## config.mk

```make
export PLATFORM = sky130hd
export DESIGN_NAME = morse_tx_sequencer
export DESIGN_NICKNAME = d
export VERILOG_FILES = /design/src/rtl/morse_tx_sequencer_pkg.sv /design/src/rtl/morse_tx_sequencer_unit_timer.sv /design/src/rtl/morse_tx_sequencer.sv
export SDC_FILE = /design/constraint.sdc
export NUM_CORES = 1
export LEC_CHECK = 0
export BUFFER_PORTS_ARGS = -buffer_cell sky130_fd_sc_hd__buf_2
export CELL_PAD_IN_SITES_DETAIL_PLACEMENT = 1
export CELL_PAD_IN_SITES_GLOBAL_PLACEMENT = 2
export CORE_AREA = 8 8 90 92
export CTS_CLUSTER_DIAMETER = 80
export DETAILED_ROUTE_END_ITERATION = 10
export DIE_AREA = 0 0 98 100
export PLACE_DENSITY_LB_ADDON = 0.1
export SLEW_MARGIN = 0
export SYNTH_ARGS = -nofsm -noshare
export SYNTH_HDL_FRONTEND = slang
export SYNTH_SLANG_ARGS = --single-unit
```

## constraint.sdc

```tcl
create_clock -name clk -period 2.2 [get_ports clk]
set_input_delay 0.44 -clock clk [delete_from_list [all_inputs] [get_ports clk]]
set_output_delay 0.44 -clock clk [all_outputs]
set_load 0.01 [all_outputs]
```

## src/rtl/morse_tx_sequencer_pkg.sv

```systemverilog
// rtl/morse_tx_sequencer_pkg.sv - shared widths, state encoding and element selector
package morse_tx_sequencer_pkg;

    localparam int CHAR_W   = 6;
    localparam int PAT_W    = 5;
    localparam int MAX_CHAR = 35;

    typedef enum logic [2:0] {
        ST_IDLE = 3'd0,
        ST_LOAD = 3'd1,
        ST_CAPT = 3'd2,
        ST_SCAN = 3'd3,
        ST_MARK = 3'd4,
        ST_GAP  = 3'd5,
        ST_CGAP = 3'd6,
        ST_DONE = 3'd7
    } state_e;

    // Highest element position at or below idx whose display bit is set.
    function automatic logic [2:0] highest_at_or_below(input logic [PAT_W-1:0] disp,
                                                       input logic [2:0] idx);
        logic [2:0] r;
        r = '0;
        for (int i = 0; i < PAT_W; i++) begin
            if (disp[i] && (3'(i) <= idx)) begin
                r = 3'(i);
            end
        end
        return r;
    endfunction

endpackage

```

## src/rtl/morse_tx_sequencer_unit_timer.sv

```systemverilog
// rtl/morse_tx_sequencer_unit_timer.sv - loadable down-counter with terminal-count flag
module morse_unit_timer #(
    parameter int CNT_W = 3
) (
    input  logic             clk,
    input  logic             reset,
    input  logic             load,
    input  logic [CNT_W-1:0] load_val,
    output logic             tc
);

    logic [CNT_W-1:0] cnt_q, cnt_d;

    always_comb begin
        cnt_d = cnt_q;
        if (load) begin
            cnt_d = load_val;
        end else if (cnt_q != '0) begin
            cnt_d = cnt_q - 1'b1;
        end
    end

    always_ff @(posedge clk) begin
        if (reset) begin
            cnt_q <= '0;
        end else begin
            cnt_q <= cnt_d;
        end
    end

    assign tc = (cnt_q == CNT_W'(1));

endmodule

```

## src/rtl/morse_tx_sequencer.sv

```systemverilog
// rtl/morse_tx_sequencer.sv - keys one character onto a Morse line via the codifier handshake
module morse_tx_sequencer
    import morse_tx_sequencer_pkg::*;
#(
    parameter int UNIT_CYCLES = 4,
    parameter int DOT_UNITS   = 1,
    parameter int DASH_UNITS  = 3,
    parameter int GAP_UNITS   = 1,
    parameter int CHAR_UNITS  = 3
) (
    input  logic              clk,
    input  logic              reset,
    input  logic [CHAR_W-1:0] char_in,
    input  logic              char_valid,
    output logic              char_accept,
    output logic [CHAR_W-1:0] cod_num,
    output logic              cod_ready,
    input  logic [PAT_W-1:0]  cod_morse,
    input  logic [PAT_W-1:0]  cod_display,
    output logic              tone_out,
    output logic              ponto_out,
    output logic              traco_out,
    output logic              busy,
    output logic              done,
    output logic              err
);

    localparam int DOT_CYC  = DOT_UNITS * UNIT_CYCLES;
    localparam int DASH_CYC = DASH_UNITS * UNIT_CYCLES;
    localparam int GAP_CYC  = GAP_UNITS * UNIT_CYCLES;
    localparam int CHAR_CYC = CHAR_UNITS * UNIT_CYCLES;
    localparam int MAX_A    = (DOT_CYC > DASH_CYC) ? DOT_CYC : DASH_CYC;
    localparam int MAX_B    = (GAP_CYC > CHAR_CYC) ? GAP_CYC : CHAR_CYC;
    localparam int MAX_CYC  = (MAX_A > MAX_B) ? MAX_A : MAX_B;
    localparam int CNT_W    = $clog2(MAX_CYC + 1);

    state_e            state_q, state_d;
    logic [CHAR_W-1:0] cod_num_q, cod_num_d;
    logic [PAT_W-1:0]  morse_q, morse_d;
    logic [PAT_W-1:0]  disp_q, disp_d;
    logic [2:0]        idx_q, idx_d;
    logic [2:0]        cur_q, cur_d;
    logic              tone_q, tone_d;
    logic              ponto_q, ponto_d;
    logic              traco_q, traco_d;
    logic              busy_q, busy_d;
    logic              done_q, done_d;
    logic              err_q, err_d;
    logic              cod_ready_q, cod_ready_d;

    logic              tmr_load;
    logic [CNT_W-1:0]  tmr_val;
    logic              tmr_tc;
    logic [2:0]        sel;
    logic [PAT_W-1:0]  below_mask;
    logic              more;

    morse_unit_timer #(.CNT_W(CNT_W)) u_timer (
        .clk      (clk),
        .reset    (reset),
        .load     (tmr_load),
        .load_val (tmr_val),
        .tc       (tmr_tc)
    );

    always_comb begin
        state_d    = state_q;
        cod_num_d  = cod_num_q;
        morse_d    = morse_q;
        disp_d     = disp_q;
        idx_d      = idx_q;
        cur_d      = cur_q;
        ponto_d    = ponto_q;
        traco_d    = traco_q;
        err_d      = 1'b0;
        tmr_load   = 1'b0;
        tmr_val    = '0;
        sel        = highest_at_or_below(disp_q, idx_q);
        below_mask = (PAT_W'(1) << cur_q) - PAT_W'(1);
        more       = |(disp_q & below_mask);

        case (state_q)
            ST_IDLE: begin
                if (char_valid) begin
                    if (char_in > CHAR_W'(MAX_CHAR)) begin
                        err_d = 1'b1;
                    end else begin
                        state_d   = ST_LOAD;
                        cod_num_d = char_in;
                    end
                end
            end
            ST_LOAD: state_d = ST_CAPT;
            ST_CAPT: begin
                morse_d = cod_morse;
                disp_d  = cod_display;
                idx_d   = 3'd4;
                if (cod_display == '0) begin
                    err_d   = 1'b1;
                    state_d = ST_IDLE;
                end else begin
                    state_d = ST_SCAN;
                end
            end
            ST_SCAN: begin
                state_d  = ST_MARK;
                cur_d    = sel;
                tmr_load = 1'b1;
                tmr_val  = morse_q[sel] ? CNT_W'(DASH_CYC) : CNT_W'(DOT_CYC);
                ponto_d  = ~morse_q[sel];
                traco_d  = morse_q[sel];
            end
            ST_MARK: begin
                if (tmr_tc) begin
                    ponto_d = 1'b0;
                    traco_d = 1'b0;
                    if (more) begin
                        idx_d = cur_q - 3'd1;
                        // The SCAN cycle supplies the last cycle of the inter-element gap.
                        if (GAP_CYC > 1) begin
                            state_d  = ST_GAP;
                            tmr_load = 1'b1;
                            tmr_val  = CNT_W'(GAP_CYC - 1);
                        end else begin
                            state_d = ST_SCAN;
                        end
                    end else begin
                        state_d  = ST_CGAP;
                        tmr_load = 1'b1;
                        tmr_val  = CNT_W'(CHAR_CYC);
                    end
                end
            end
            ST_GAP:  if (tmr_tc) state_d = ST_SCAN;
            ST_CGAP: if (tmr_tc) state_d = ST_DONE;
            ST_DONE: state_d = ST_IDLE;
            default: state_d = ST_IDLE;
        endcase

        tone_d      = (state_d == ST_MARK);
        busy_d      = (state_d != ST_IDLE);
        done_d      = (state_d == ST_DONE);
        cod_ready_d = (state_d == ST_LOAD);
    end

    always_ff @(posedge clk) begin
        if (reset) begin
            state_q     <= ST_IDLE;
            cod_num_q   <= '0;
            morse_q     <= '0;
            disp_q      <= '0;
            idx_q       <= '0;
            cur_q       <= '0;
            tone_q      <= 1'b0;
            ponto_q     <= 1'b0;
            traco_q     <= 1'b0;
            busy_q      <= 1'b0;
            done_q      <= 1'b0;
            err_q       <= 1'b0;
            cod_ready_q <= 1'b0;
        end else begin
            state_q     <= state_d;
            cod_num_q   <= cod_num_d;
            morse_q     <= morse_d;
            disp_q      <= disp_d;
            idx_q       <= idx_d;
            cur_q       <= cur_d;
            tone_q      <= tone_d;
            ponto_q     <= ponto_d;
            traco_q     <= traco_d;
            busy_q      <= busy_d;
            done_q      <= done_d;
            err_q       <= err_d;
            cod_ready_q <= cod_ready_d;
        end
    end

    assign char_accept = (state_q == ST_IDLE);
    assign cod_num     = cod_num_q;
    assign cod_ready   = cod_ready_q;
    assign tone_out    = tone_q;
    assign ponto_out   = ponto_q;
    assign traco_out   = traco_q;
    assign busy        = busy_q;
    assign done        = done_q;
    assign err         = err_q;

endmodule

```

==> impl_metrics.csv, run 1 <==
group,metric,value,unit
run_status,status,"completed",
timing,setup_viol,0,
critical_path,startpoint_type,"flip-flop",
worst_hold_path,holdCritPathClass,"input port to flip-flop",
grt,grt_overflow_total,0,
die,num_rows,30,
yosys,synthSimpleGateAreaFrac,27.30,%
yosys,synth.most_common_cell,"dfxtp_1",
clocking,postCtsSetupRepairBufs,0,
yosys,synth-edff-count,0,
critical_path,crit_top_cell,"ha_4",
critical_path,worstPathArrival,2.31,ns
layout,n_antenna_cell,0,
yosys,dominantRegCellSynth,"dfxtp_1",
clocking,clk_pin_slew,0.07,ns
critical_path,crit_chain,"inv_2, ha_4, nand2_1, ha_4, xor2_1, a22oi_1, o2111a_2, a21oi_4, and4b_4, and3_1",
clocking,numCtsBuffers,5,
grt,track_usage,10.76,%
yosys,muxShareOfSynthArea,3.823,%
drt,vias,1677,
critical_path,crit_path_end_kind,"flip-flop",
layout,final_nets,290,
timing,finalClockSkew,0.008114,ns
yosys,synth.largest_area_cell,"dfxtp_1",
timing,fmax,470.0,MHz
critical_path,required,2.38,ns
layout,finish.utilization,34.92,%
yosys,synth-seq-cells,36,
critical_path,slowest_stage,"dfxtp_2",
critical_path,critPathBufInv,1,
run,maxCapViolations,0,
yosys,synth_top_family_by_area,"simple AND/OR/NAND/NOR gates",
pwr,p_leak,0.9499,nW
grt,grt_pass1_wl,8590,um
layout,drive_gt1_share,28.63,%
timing,fin_tns_setup,0,ns
drt,drtAntennaViolNets,0,
critical_path,cp_max_fo,4,
timing,relSlewSlack,69.86,%
pwr,p_per_area,720.7,mW/mm^2
die,die_w,98,um
place,post-dp-hpwl,3907,um
pwr,ir_worst_vdd,0.2214,mV
yosys,netlist_area,0.001866,sq mm
die,core_area,0.006644,sq mm
layout,fin_cells,342,
yosys,synthCells,219,
critical_path,slowest_delay,0.34,ns
clocking,cts_root_buffer,"clkbuf_8",
drt,first_pass_iters,4,
place,dpl.cell_count,335,
yosys,ys_seq_area_share,38.63,%
layout,synthToLayoutAreaGrowth,24.35,%
clocking,cts.sinks,36,
timing,worstMarginPinSlew,0.4513,ns
drt,drt-total-wl,5071,um
clocking,clk_path_buf_depth,2,
yosys,synth-xor-area-share,2.347,%
yosys,ys_top_cells_by_area,"dfxtp_1 39%, nand2_1 6.8%, ha_1 6.0%, nor2_1 4.8%, a21oi_1 4.3%",
yosys,synth_top_area_share,38.63,%
clocking,cts_tree,"done",
yosys,ys_types,49,
place,port_buffers,32,
die,die_height,100,um
timing,whs,0.3888,ns
timing,layout_min_cycle_time,2.128,ns
yosys,synth_compound_area_share,18.44,%
yosys,async_reset_ff_share,0,%
drt,viasPerCell,4.904,
clocking,insertion_delay,0.28,ns
yosys,syn_area_per_cell,8.518,sq um
place,gp_congestion,0.7540,
pwr,finalPower,1.672,mW
timing,final_max_slew_viol_count,0,
yosys,synth_fp_nets,247,
die,ioPinCount,33,
timing,finalCritPeriodShare,96.71,%
grt,grt_antenna_before_repair,0,
drt,drc,0,
die,dieArea,0.009800,sq mm
yosys,synth_commonest_cells,"36 x dfxtp_1, 34 x nand2_1, 24 x nor2_1",
clocking,h-tree-depth,2,
yosys,yosys_warnings,0,
grt,grt_max_degree,22,
yosys,synth_fa_ha_area_share,6.036,%
drt,drt_iter0_drc,34,
critical_path,crit_family,"compound AO/OA/AOI/OAI gates",
critical_path,worstSetupPathType,"flip-flop to flip-flop",
die,initial_utilization,28.08,%
drt,wire_per_inst,14.83,um
grt,grt_pass1_vias,1767,
timing,final_hold_viol_count,0,
==> area by class of cell <==
cell class | count | area, sq um
fillers | 809 | 4324
multi-input cells | 167 | 1129
clock inverters | 1 | 5.005
flip-flops and latches | 36 | 725.7
inverters | 6 | 22.52
repair buffers | 46 | 265.3
well taps | 80 | 100.1
clock buffers | 6 | 72.57
==> stage by stage <==
step / area, sq um / setup slack [ns]
after floorplan: 1866 / 0.003989
after global placement: 2190 / -0.006387
after detailed placement: 2190 / -0.04545
after CTS: 2271 / 0.01051
after global routing: 2320 / -0.01452
final: 2320 / 0.07230
==> tightest hold or removal path, stage by stage <==
cell     delay [ns]
buf_2          0.09
nand2_1        0.04
a21oi_1        0.05
==> sequential cells by signal, summed over array words and instances, names as in the netlist <==
signal	count
busy	1
cod_num	6
cod_ready	1
cur_q	3
disp_q	5
done	1
err	1
idx_q	3
morse_q	5
ponto_out	1
state_q	3
tone_out	1
traco_out	1
u_timer.cnt_q	4
==> logic make-up (layout without fill, tap and decap cells) <==
family                     Yosys count  count (layout)
muxes                                7               7
adders and majority gates            9               9
and+or+nand+nor                     97              97
DFF                                 36              36
xor gates and xnor gates             5               5
AOI/OAI and AO/OA                   49              49
buffers and inverters               16              59
==> layer usage <==
| layer | GRT usage (%) | share of wire (%) |
|---|---|---|
| met1 | 13.56 | 48 |
| met2 | 17.28 | 46 |
| met3 | 3.114 | 4.9 |
| met4 | 3.237 | 1.2 |
| met5 | 0 | 0 |
==> what timing repair did <==
action,in CTS,in global routing
endpoints found under the hold margin,0,0
hold buffers,0,0
endpoints found under the setup margin,9,12
resized for setup,2,11
pin swaps,2,7
==> report_power, final <==
part	switching (mW)	total [mW]	internal, mW
Combinational	0.234	0.451	0.217
Sequential	0.0622	0.776	0.714
Clock	0.230	0.445	0.215
==> placed cells by master (no fill, tap or decap), types with 2 or more instances in the layout <==
master    Yosys  layout
o21ai_0       5       5
o21ai_1       2       2
and3_1        2       2
clkbuf_8      0       5
buf_2         3      32
mux2i_1       6       6
nand3_1       3       3
nand2_1      34      34
inv_2         0       2
xor2_1        2       2
a21oi_1      16      16
a22oi_1       2       2
buf_4         0      14
nor2_1       24      24
nor3_2        2       2
and2_1        3       3
nor3b_1       4       4
nor2b_1       5       4
ha_4          0       3
ha_1          9       6
nor3_1        7       7
xnor2_1       3       3
o22ai_1       2       2
dfxtp_1      36      34
a211oi_1      4       4
a31oi_1       4       4
o21a_1        3       3
inv_1         6       4
==> path summary, 6_finish.rpt <==
| kind | depth (start not counted) | start | to | slack, ns |
|---|---|---|---|---|
| min | 3 | cod_morse[2] | morse_q[2] | 0.39 |
| min reg2reg | 2 | morse_q[2] | morse_q[2] | 0.46 |
| max reg2reg | 10 | cur_q[1] | tone_out | 0.07 |
| max | 10 | cur_q[1] | tone_out | 0.07 |
No activity file was read; power rests on OpenSTA's default activity.
==> inputs of run 2 (changes only) <==
Settings changed: CORE_AREA 8 8 90 92 to 8 8 85 87, DIE_AREA 0 0 98 100 to 0 0 93 95.
Clock period 2.2 ns to 2.1 ns, I/O delays scaled along.
==> impl_metrics.csv, run 2 (synthesis results as in run 1) <==
group,metric,value,unit
run_status,status,"completed",
pwr,seq_power_share,44.2,%
drt,drt_iter0_drc,46,
die,die_w,93,um
grt,grt_pass1_wl,8514,um
drt,drtAntennaViolNets,0,
layout,final_nets,294,
grt,grt_antenna_before_repair,0,
critical_path,reg2reg_depth,10,
die,initial_utilization,32.08,%
die,dieArea,0.008835,sq mm
pwr,p_leak,0.9827,nW
critical_path,startpoint_type,"flip-flop",
place,dpl_worst_slack,-0.08777,ns
drt,viasPerCell,4.906,
die,ioPinCount,33,
clocking,numCtsBuffers,5,
worst_hold_path,hp-start,"char_in[0]",
timing,worstMarginPinSlew,0.4583,ns
timing,grt_setup_unrepaired,"true",
critical_path,worstPathArrival,2.30,ns
layout,final_common_cell,"dfxtp_1",
drt,drc,0,
timing,fin_tns_setup,0,ns
critical_path,worstSetupPathType,"flip-flop to flip-flop",
die,die_height,95,um
grt,track_usage,12.02,%
pwr,p_comb_share,26.4,%
layout,layout_common_cells,"34 x dfxtp_1, 33 x nand2_1, 32 x buf_2",
critical_path,r2r_end,"tone_out",
drt,wire_per_inst,14.48,um
pwr,finalPower,1.831,mW
pwr,clockPowerShare,29.4,%
layout,largest_register_ffs,6,
clocking,clk_pin_slew,0.07,ns
die,num_rows,28,
layout,n_fill_cell,734,
timing,final_max_slew_viol_count,0,
timing,relSlewSlack,69.45,%
layout,n_antenna_cell,0,
place,gp_congestion,0.7508,
worst_hold_path,whs_endpoint,"cod_num[0]",
clocking,clk_path_buf_depth,2,
pwr,switchingPower,557.2,uW
critical_path,r2r_start,"cur_q[0]",
place,post-dp-hpwl,3793,um
drt,vias,1673,
layout,synthToLayoutAreaGrowth,28.64,%
place,port_buffers,32,
critical_path,required,2.33,ns
drt,drt-total-wl,4936,um
clocking,insertion_delay,0.28,ns
drt,first_pass_iters,4,
clocking,cts_tree,"done",
timing,layout_min_cycle_time,2.064,ns
critical_path,rrSetupSlack,0.04,ns
pwr,ir_worst_vdd,0.3219,mV
layout,fin_cells,341,
place,dpl.cell_count,332,
timing,whs,0.3683,ns
die,core_area,0.005816,sq mm
clocking,cts_root_buffer,"clkbuf_8",
timing,setup_viol,0,
critical_path,crit_path_end_kind,"flip-flop",
clocking,cts.sinks,36,
pwr,p_per_area,763.1,mW/mm^2
timing,finalClockSkew,0.003117,ns
timing,setup_ws,0.03555,ns
pwr,swShare,30.43,%
grt,grt_overflow_total,0,
layout,drive_gt1_share,31.95,%
critical_path,cp_max_fo,4,
timing,final_hold_viol_count,0,
grt,grt_pass1_vias,1752,
worst_hold_path,holdCritPathClass,"input port to flip-flop",
timing,fmax,484.4,MHz
run,maxCapViolations,0,
pwr,internal_power,1.274,mW
timing,finalCritPeriodShare,98.31,%
worst_hold_path,min_path_cells,3,
grt,grt_max_degree,24,
clocking,h-tree-depth,2,
==> run 2: power groups by stage <==
stage	Combinational [mW]	Clock, mW	Sequential (mW)
floorplan	0.351	0	0.818
global placement	0.482	0	0.828
detailed placement	0.484	0	0.827
CTS	0.495	0.562	0.812
global route	0.560	0.585	0.823
finish	0.484	0.538	0.810
==> run 2: repair_timing <==
| action | 4_1_cts | 5_1_grt |
|---|---|---|
| hold buffers | 0 | 0 |
| resized for setup | 10 | 8 |
| setup endpoints to repair | 11 | 11 |
| buffers inserted | 1 | 1 |
| endpoints found under the hold margin | 0 | 0 |
| pin swaps | 8 | 7 |
==> run 2: layout make-up <==
type / instances / area (sq um) / area share [%]
clock buffers: 7 / 96.34 / 4.015
inverters: 6 / 27.53 / 1.147
multi-input cells: 167 / 1157 / 48.23
flip-flops and latches: 36 / 725.7 / 30.24
well taps: 75 / 93.84 / 3.910
repair buffers: 50 / 299.0 / 12.46
==> run 2: critical path, stage by stage, from the launching register on <==
cell	delay, ns
dfxtp_4	0.38
inv_4	0.05
ha_4	0.16
nand2b_4	0.08
ha_4	0.16
xor2_2	0.14
a22oi_1	0.08
o2111a_2	0.30
and4_4	0.19
o31ai_4	0.25
and3_4	0.22
==> run 2: through the flow <==
stage / util (%) / area (sq um)
after floorplan: - / 1873
after global placement: 37.93 / 2206
after detailed placement: 37.93 / 2206
after CTS: 40.66 / 2365
after global routing: 41.27 / 2400
final: 41.27 / 2400
==> run 2: worst max path at each step <==
stage / from / to / slack (ns) / cells after the start
after floorplan: cur_q[1] / tone_out / 0.008 / 10
after global placement: cur_q[0] / tone_out / -0.009 / 10
after detailed placement: cur_q[0] / tone_out / -0.09 / 10
after CTS: cur_q[0] / tone_out / 0.005 / 10
after global routing: cur_q[0] / u_timer.cnt_q[0] / -0.06 / 11
final: cur_q[0] / tone_out / 0.04 / 10
==> run 2: per-layer routing <==
| layer | wire (um) | vias up | track usage [%] |
|---|---|---|---|
| met5 | 0 | - | 0 |
| met4 | 29 | 0 | 3.221 |
| met3 | 201 | 2 | 3.571 |
| met2 | 2281 | 29 | 19.41 |
| met1 | 2425 | 784 | 15.20 |
| li1 | - | 858 | - |
==> inputs of run 3 (changes only) <==
Settings changed: CELL_PAD_IN_SITES_DETAIL_PLACEMENT 1 to default, CELL_PAD_IN_SITES_GLOBAL_PLACEMENT 2 to default, CORE_AREA 8 8 85 87 to 8 8 78 80, DIE_AREA 0 0 93 95 to 0 0 86 88, PLACE_DENSITY_LB_ADDON 0.1 to default.
==> impl_metrics.csv, run 3 (synthesis results as in run 1) <==
group,metric,value,unit
timing,final_max_slew_viol_count,0,
critical_path,crit_chain,"inv_4, ha_4, nand2b_4, ha_4, xor2_1, a22oi_1, o2111a_2, and4_4, o31ai_4, buf_4, nor4_4",
grt,grt_pass1_vias,1638,
timing,relSlewSlack,69.45,%
drt,viasPerCell,4.896,
layout,finish.utilization,48.62,%
pwr,finalPower,1.798,mW
drt,drt_iter0_drc,71,
critical_path,reg2reg_depth,11,
drt,drt-total-wl,4282,um
critical_path,crit_path_end_kind,"flip-flop",
drt,wire_per_inst,12.74,um
layout,layout_common_cells,"34 x dfxtp_1, 33 x nand2_1, 32 x buf_2",
timing,setup_viol,0,
critical_path,cp_max_fo,4,
grt,track_usage,12.03,%
drt,drc,0,
layout,final_common_cell,"dfxtp_1",
clocking,cts_tree,"done",
run_status,status,"completed",
place,post_dp_cell_area,0.002177,sq mm
drt,drtAntennaViolNets,0,
clocking,numCtsBuffers,5,
timing,whs,0.3588,ns
run,maxCapViolations,0,
timing,grt_setup_unrepaired,"true",
layout,final_area,0.002389,sq mm
clocking,ctsHoldBuffers,0,
die,ioPinCount,33,
critical_path,worstPathArrival,2.23,ns
die,core_area,0.004912,sq mm
place,gp_congestion,0.8082,
critical_path,required,2.27,ns
grt,grt_overflow_total,0,
critical_path,r2r_start,"cur_q[0]",
clocking,h-tree-depth,2,
die,die_w,86,um
worst_hold_path,hp-start,"char_in[0]",
worst_hold_path,min_path_cells,3,
grt,grt_antenna_before_repair,0,
layout,largest_register_ffs,6,
timing,layout_min_cycle_time,2.057,ns
layout,synthToLayoutAreaGrowth,28.03,%
grt,grt_pass1_wl,7238,um
timing,worstMarginPinSlew,0.4582,ns
clocking,insertion_delay,0.29,ns
timing,fmax,486.1,MHz
clocking,cts.sinks,36,
critical_path,worstSetupPathType,"flip-flop to flip-flop",
pwr,p_per_area,752.7,mW/mm^2
grt,grt_max_degree,22,
drt,vias,1645,
die,die_height,88,um
critical_path,crit_top_cell,"ha_4",
clocking,clk_path_buf_depth,2,
die,dieArea,0.007568,sq mm
critical_path,slowest_delay,0.37,ns
pwr,ir_worst_vdd,0.3415,mV
critical_path,startpoint_type,"flip-flop",
layout,n_antenna_cell,0,
timing,finalClockSkew,0.002669,ns
critical_path,slowest_stage,"dfxtp_4",
layout,drive_gt1_share,31.58,%
clocking,clk_pin_slew,0.07,ns
layout,final_nets,293,
clocking,cts_root_buffer,"clkbuf_8",
die,initial_utilization,37.98,%
timing,finalCritPeriodShare,97.96,%
place,dpl_worst_slack,-0.03283,ns
layout,n_fill_cell,489,
critical_path,startpoint,"cur_q[0]",
timing,final_hold_viol_count,0,
drt,first_pass_iters,4,
timing,setup_ws,0.04275,ns
worst_hold_path,holdCritPathClass,"input port to flip-flop",
place,port_buffers,32,
place,post-dp-hpwl,3231,um
pwr,p_leak,0.9828,nW
die,num_rows,26,
==> run 3: through the flow <==
stage          std cells  setup TNS (ns)
2_1_floorplan        219               0
3_3_place_gp         324               0
3_5_place_dp         324        -0.08414
4_1_cts              334               0
5_1_grt              336        -0.09030
6_report             336               0
==> run 3: worst max-delay path: cells and delay by family, from the launching register on <==
family | cells | cell delay, ns
AOI/OAI and AO/OA | 3 | 0.60
xor gates and xnor gates | 1 | 0.15
adders and majority gates | 2 | 0.30
buffers and inverters | 2 | 0.23
DFF | 1 | 0.37
and+or+nand+nor | 3 | 0.28
==> run 3: report_power, final <==
part           total (mW)  internal (mW)  switching [mW]
Combinational       0.474          0.235           0.239
Clock               0.512          0.262           0.250
Sequential          0.812          0.748          0.0645
Total                1.80           1.24           0.553
==> run 3: path summary, 6_finish.rpt <==
kind,to,slack (ns)
worst min-delay path,cod_num[0],0.36
worst max register to register,done,0.04
worst min register to register,morse_q[2],0.46
worst max-delay path,done,0.04
==> run 3: routing by layer <==
| layer | part of all wire [%] | track usage [%] | vias up |
|---|---|---|---|
| li1 | - | - | 859 |
| met1 | 48 | 13.83 | 749 |
| met2 | 46 | 20.08 | 30 |
| met3 | 4.6 | 3.752 | 7 |
| met4 | 1.8 | 5.255 | 0 |
| met5 | 0 | 0 | - |
==> run 3: final cells by class <==
class                   instances  area [sq um]  share of cell area [%]
repair buffers                 49         287.8                   12.05
clock inverters                 2         10.01                  0.4191
inverters                       6         27.53                   1.152
well taps                      70         87.58                   3.667
clock buffers                   6         82.58                   3.457
flip-flops and latches         36         725.7                   30.38
multi-input cells             167          1167                   48.87
==> run 3: what timing repair did <==
item                                    CTS  global route
buffers inserted                          2             3
gates resized for setup                   2            16
pin swaps                                 8            10
endpoints found under the setup margin    4            12
